### src/rtl/icache_pkg.sv
// Shared constants, FSM state encoding and address helpers for the icache refill path.
package icache_pkg;

    localparam int ADDR_WIDTH   = 32;
    localparam int INDEX_WIDTH  = 6;
    localparam int OFFSET_WIDTH = 4;
    localparam int BEAT_WIDTH   = 64;
    localparam int LINE_WIDTH   = 128;
    localparam int TAG_WIDTH    = ADDR_WIDTH - INDEX_WIDTH - OFFSET_WIDTH;

    typedef enum logic [2:0] {
        ST_IDLE  = 3'd0,
        ST_REQ   = 3'd1,
        ST_BEAT0 = 3'd2,
        ST_BEAT1 = 3'd3,
        ST_DONE  = 3'd4
    } refill_state_t;

    function automatic logic [TAG_WIDTH-1:0] addr_tag(input logic [ADDR_WIDTH-1:0] addr);
        return addr[ADDR_WIDTH-1 -: TAG_WIDTH];
    endfunction

    function automatic logic [INDEX_WIDTH-1:0] addr_index(input logic [ADDR_WIDTH-1:0] addr);
        return addr[OFFSET_WIDTH +: INDEX_WIDTH];
    endfunction

    function automatic logic [ADDR_WIDTH-1:0] line_align(input logic [ADDR_WIDTH-1:0] addr);
        return {addr[ADDR_WIDTH-1:OFFSET_WIDTH], {OFFSET_WIDTH{1'b0}}};
    endfunction

endpackage

### src/rtl/icache_refill_ctrl_sram_port_mux.sv
// Selects between the fetch read path (idle) and the refill write path (busy)
// onto the single data SRAM port.
module icache_sram_port_mux
    import icache_pkg::*;
(
    input  logic                   busy,
    input  logic                   fetch_csb,
    input  logic [INDEX_WIDTH-1:0] fetch_addr,
    input  logic                   ref_csb,
    input  logic                   ref_web,
    input  logic [1:0]             ref_wmask,
    input  logic [INDEX_WIDTH-1:0] ref_addr,
    input  logic [LINE_WIDTH-1:0]  ref_din,
    output logic                   sram_csb,
    output logic                   sram_web,
    output logic [1:0]             sram_wmask,
    output logic [INDEX_WIDTH-1:0] sram_addr,
    output logic [LINE_WIDTH-1:0]  sram_din
);

    // Refill owns the port while busy; otherwise fetch reads pass straight through.
    always_comb begin
        if (busy) begin
            sram_csb   = ref_csb;
            sram_web   = ref_web;
            sram_wmask = ref_wmask;
            sram_addr  = ref_addr;
            sram_din   = ref_din;
        end else begin
            sram_csb   = fetch_csb;
            sram_web   = 1'b1;
            sram_wmask = 2'b00;
            sram_addr  = fetch_addr;
            sram_din   = '0;
        end
    end

endmodule

### src/rtl/icache_refill_ctrl.sv
// Icache miss handler: requests a line, writes its two beats into the data SRAM
// half by half, then installs the tag.
//
// Handshakes: a channel transfers on a cycle where valid and ready are both high
// at the rising clock edge; valid, once raised, holds with stable payload until
// that transfer. The memory response channel has no ready: every beat offered
// while waiting for one is taken.
module icache_refill_ctrl
    import icache_pkg::*;
(
    input  logic                   clk,
    input  logic                   rst_aL,
    input  logic                   miss_valid,
    input  logic [ADDR_WIDTH-1:0]  miss_addr,
    output logic                   miss_ready,
    input  logic                   flush,
    output logic                   mem_req_valid,
    input  logic                   mem_req_ready,
    output logic [ADDR_WIDTH-1:0]  mem_req_addr,
    input  logic                   mem_resp_valid,
    input  logic [BEAT_WIDTH-1:0]  mem_resp_data,
    input  logic                   fetch_csb,
    input  logic [INDEX_WIDTH-1:0] fetch_addr,
    output logic                   sram_csb,
    output logic                   sram_web,
    output logic [1:0]             sram_wmask,
    output logic [INDEX_WIDTH-1:0] sram_addr,
    output logic [LINE_WIDTH-1:0]  sram_din,
    output logic                   tag_we,
    output logic [INDEX_WIDTH-1:0] tag_idx,
    output logic [TAG_WIDTH-1:0]   tag_wdata,
    output logic                   busy,
    output logic                   fill_done,
    output logic [2:0]             state_dbg
);

    refill_state_t          state_q, state_d;
    logic [TAG_WIDTH-1:0]   tag_q;
    logic [INDEX_WIDTH-1:0] idx_q;
    logic [BEAT_WIDTH-1:0]  beat_q;
    logic [1:0]             wmask_q;
    logic                   wr_pend_q;
    logic                   drop_q;

    logic                   accept;
    logic                   beat_acc;
    logic                   ref_csb;
    logic                   ref_web;
    logic [1:0]             ref_wmask;
    logic [LINE_WIDTH-1:0]  ref_din;
    logic                   fetch_csb_gated;

    assign accept   = (state_q == ST_IDLE) && miss_valid && !flush;
    assign beat_acc = mem_resp_valid && ((state_q == ST_BEAT0) || (state_q == ST_BEAT1));

    // State register.
    always_ff @(posedge clk) begin
        if (!rst_aL) state_q <= ST_IDLE;
        else         state_q <= state_d;
    end

    // Next-state logic; a flush in REQ wins over a simultaneous request handshake.
    always_comb begin
        state_d = state_q;
        unique case (state_q)
            ST_IDLE:  if (accept)              state_d = ST_REQ;
            ST_REQ: begin
                if (flush)                     state_d = ST_IDLE;
                else if (mem_req_ready)        state_d = ST_BEAT0;
            end
            ST_BEAT0: if (mem_resp_valid)      state_d = ST_BEAT1;
            ST_BEAT1: if (mem_resp_valid)      state_d = ST_DONE;
            ST_DONE:                           state_d = ST_IDLE;
            default:                           state_d = ST_IDLE;
        endcase
    end

    // Miss capture, registered beat write and the drop flag for post-handshake flushes.
    always_ff @(posedge clk) begin
        if (!rst_aL) begin
            tag_q     <= '0;
            idx_q     <= '0;
            beat_q    <= '0;
            wmask_q   <= 2'b00;
            wr_pend_q <= 1'b0;
            drop_q    <= 1'b0;
        end else begin
            if (accept) begin
                tag_q <= addr_tag(miss_addr);
                idx_q <= addr_index(miss_addr);
            end
            wr_pend_q <= beat_acc;
            if (beat_acc) begin
                beat_q  <= mem_resp_data;
                wmask_q <= (state_q == ST_BEAT0) ? 2'b01 : 2'b10;
            end
            if (state_q == ST_DONE)
                drop_q <= 1'b0;
            else if (flush && ((state_q == ST_BEAT0) || (state_q == ST_BEAT1)))
                drop_q <= 1'b1;
        end
    end

    // Output decode from state and the registered write slot.
    always_comb begin
        miss_ready    = (state_q == ST_IDLE);
        busy          = (state_q != ST_IDLE);
        mem_req_valid = (state_q == ST_REQ);
        mem_req_addr  = line_align({tag_q, idx_q, {OFFSET_WIDTH{1'b0}}});
        tag_we        = (state_q == ST_DONE);
        tag_idx       = idx_q;
        tag_wdata     = tag_q;
        fill_done     = (state_q == ST_DONE) && !drop_q;
        ref_csb       = !wr_pend_q;
        ref_web       = !wr_pend_q;
        ref_wmask     = wr_pend_q ? wmask_q : 2'b00;
        ref_din       = wr_pend_q ? {beat_q, beat_q} : '0;
        state_dbg     = state_q;
    end

    // Fetch cannot select the SRAM while reset is held.
    assign fetch_csb_gated = fetch_csb | ~rst_aL;

    icache_sram_port_mux u_port_mux (
        .busy       (busy),
        .fetch_csb  (fetch_csb_gated),
        .fetch_addr (fetch_addr),
        .ref_csb    (ref_csb),
        .ref_web    (ref_web),
        .ref_wmask  (ref_wmask),
        .ref_addr   (idx_q),
        .ref_din    (ref_din),
        .sram_csb   (sram_csb),
        .sram_web   (sram_web),
        .sram_wmask (sram_wmask),
        .sram_addr  (sram_addr),
        .sram_din   (sram_din)
    );

endmodule

### config.mk
export PLATFORM = sky130hd
export DESIGN_NAME = icache_refill_ctrl
export DESIGN_NICKNAME = d
export VERILOG_FILES = /design/src/rtl/icache_pkg.sv /design/src/rtl/icache_refill_ctrl_sram_port_mux.sv /design/src/rtl/icache_refill_ctrl.sv
export SDC_FILE = /design/constraint.sdc
export NUM_CORES = 1
export LEC_CHECK = 0
export ABC_AREA = 1
export ABC_CLOCK_PERIOD_IN_PS = 1900
export CORE_MARGIN = 8
export CORE_UTILIZATION = 38
export CTS_BUF_LIST = sky130_fd_sc_hd__clkbuf_4 sky130_fd_sc_hd__clkbuf_8
export CTS_CLUSTER_SIZE = 25
export DETAILED_ROUTE_END_ITERATION = 8
export HOLD_SLACK_MARGIN = 0.03
export PLACE_DENSITY = 0.83
export SYNTH_ARGS = -nofsm -noshare
export SYNTH_HDL_FRONTEND = slang
export SYNTH_SLANG_ARGS = --single-unit
### constraint.sdc
create_clock -name clk -period 1.9 [get_ports clk]
set_clock_uncertainty 0.05 [all_clocks]
set_input_delay 0.38 -clock clk [delete_from_list [all_inputs] [get_ports clk]]
set_output_delay 0.38 -clock clk [all_outputs]
set_load 0.02 [all_outputs]
==> impl_results.md <==
- Count of final setup violators: 117
- Final Hold Fails: 0
- Clock Pin Slew Worst Setup and Hold Paths: 0.09 ns
- Area leader, netlist: dfxtp_1
- Initial core utilization: 39.01%
- Status: finished with violations
- Ranking of synthesized cells by area: dfxtp_1 (40%), nor2_1 (19%), buf_4 (15%)
- Area grow syn2layout: 69.88%
- Root Driver: clkbuf_8
- Detailed Route WL: 18810 um
- Met3 WL: 1688 um
- CTS H-tree depth: 3
- HP Class: in2reg
- Vias/cell: 4.702
- Chip Width: 130.1 um
- Remaining Overflow, GRT: 0
- Netlist cell types: 22
- Total power: 10.27 mW
- Req. time, crit path: 1.47 ns
- CTS tree: done
- Layout cell share with drive strength beyond 1: 31.31%
- Top Ports: 315
- Setup CP Type: reg2out
- DRT Pass-1 Iters: 4
- Max cap viols: 0
- Count leader, synth: nor2_1
- Final core utilization: 66.28%
- Antenna violations before repair: 0
- Clock Sink Count: 99
- Worst Path Arrival: 1.69 ns
- Layout Cells excl Fill: 1127
- VDD IR-drop max: 0.0007071 V
- Final min period: 2.118 ns
- First-pass GRT wire length: 26450 um
- Met2 wire len: 9794 um
- Vert. Die Dim: 130.1 um
- Main synth FF type: dfxtp_1
- Vias in the first global route: 5234
- DR top layer: met4
- #FFs+latches synth: 99
- Clock Latency Late Sink: 0.36 ns
- Seq/Total Area, Yosys: 40.09%
- Failing checks: negative setup slack
- Routed via count: 5299
- Drt wl/cell: 16.69 um
- Inst Count DP: 1085
- Worst-Margin Slew: 0.8543 ns
- CP Launch Type: flop
- Post-Synthesis Cell Area: 0.004943 mm^2
- CTS Buffer Depth: 2
- Cells after Synth: 715
- Largest net degree at the start of global routing: 96
- FP Rows: 41
- Leak: 3.476 nW
- # diodes: 0
- CTS Hold Bufs: 0
- Yosys top cell area share: 40.09%
- GRT Util Overall: 19.74%
- Headroom to the max-slew limit: 43.05%
- PortBufs: 306
- Die ar.: 0.01691 mm^2
- Final period util: 111.5%
- Post-route ant nets: 0
- Yosys warning count: 0
- WL met1: 7057 um
- GPL Wtd Cong: 0.7943
- Post-synth EDFFs: 0
- Syn avg cell area: 6.914 um^2
- Design Area, Final: 0.008398 mm^2
- CP endpoint kind: output port
- Worst setup slack after layout: -0.2184 ns
- Final net count: 1059
- Pwr per Cell Area: 1222 mW/mm^2
- CP max FO: 6
- Most frequent cells after synthesis: nor2_1 (248), dfxtp_1 (99), buf_4 (97)
- DRC violations left: 0
- Unrepaired setup endpoints after global routing: yes
- Final slew viol count: 0
- Fmax: 472.1 MHz
- Iter 0 DRT Violations: 255
- Ys async rst share: 0%
- Detail Placement HPWL: 13600 um
- Core area: 0.01267 mm^2
- DP Area: 0.007956 mm^2
- CTS buffer count: 9
kinds of logic (layout without fill, tap and decap cells):
kind of cell / Yosys count / after routing / synth area share, %
other cells: 1 / 4 / 0.07586
flops: 99 / 99 / 40.09
compound gates: 97 / 97 / 9.820
simple gates: 366 / 366 / 29.08
buf+inv: 152 / 389 / 20.93
final timing paths:
check / start / to / slack, ns / cells past startpoint
worst min register to register: wmask_q[1] / wmask_q[1] / 0.41 / 2
worst min-delay path: rst_aL / wr_pend_q / 0.34 / 4
worst max register to register: state_dbg[0] / tag_wdata[0] / 0.13 / 10
worst max-delay path: state_dbg[0] / sram_din[18] / -0.22 / 8
report_power, final:
| part | switching [mW] | internal, mW | total (mW) |
|---|---|---|---|
| Combinational | 3.00 | 2.79 | 5.79 |
| Clock | 0.746 | 0.819 | 1.56 |
| Sequential | 0.323 | 2.59 | 2.91 |
| Total | 4.07 | 6.20 | 10.3 |
cell usage in the layout, fill, tap and decap left out, drive strengths merged, types with 8 or more instances in the layout:
| master | n |
|---|---|
| o21ai | 95 |
| nand2 | 96 |
| clkdlybuf4s15 | 8 |
| dfxtp | 99 |
| nor2 | 260 |
| buf | 166 |
| inv | 12 |
| clkbuf | 37 |
| clkdlybuf4s50 | 158 |
state kept, by name (all words and copies together), names as in the netlist:
| register | cells |
|---|---|
| beat_q | 64 |
| drop_q | 1 |
| state_dbg | 3 |
| tag_idx | 6 |
| tag_wdata | 22 |
| wmask_q | 2 |
| wr_pend_q | 1 |
through the flow:
step / worst slack, ns / hold WS, ns / setup TNS, ns
floorplan: -0.01264 / 0.3912 / -0.1517
global placement: -0.1315 / 0.3996 / -5.225
detailed placement: -0.1572 / 0.3983 / -8.251
CTS: -0.2528 / 0.3169 / -21.96
global route: -0.3036 / 0.3460 / -19.50
finish: -0.2184 / 0.3439 / -8.840
layer usage:
layer / vias to the layer above / GRT usage [%]
met4: 0 / 6.421
met2: 226 / 36.41
li1: 2594 / -
met3: 20 / 7.834
met1: 2459 / 19.84
met5: - / 0
area by class of cell:
| class | count | area (um^2) |
|---|---|---|
| Tap cell | 172 | 215.2 |
| Fill cell | 1038 | 4273 |
| Inverter | 11 | 41.29 |
| Sequential cell | 99 | 1988 |
| Clock inverter | 5 | 83.83 |
| Timing Repair Buffer | 362 | 3602 |
| Clock buffer | 11 | 151.4 |
| Multi-Input combinational cell | 467 | 2316 |
timing repair:
item / 4_1_cts / 5_1_grt
setup buffers: 2 / 21
cloned: 0 / 3
hold endpoints to repair: 0 / 0
pin swaps: 0 / 2
gates resized for setup: 341 / 390
endpoints found under the setup margin: 144 / 148
critical path, cell delays in order, from the launching register on:
cell             delay [ns]
dfxtp_2                0.34
inv_2                  0.07
nand2_4                0.05
nor2_4                 0.15
buf_4                  0.15
clkbuf_16              0.14
buf_6                  0.13
nor2_2                 0.04
clkdlybuf4s15_2        0.24
Power figures use the tool's default switching activity.
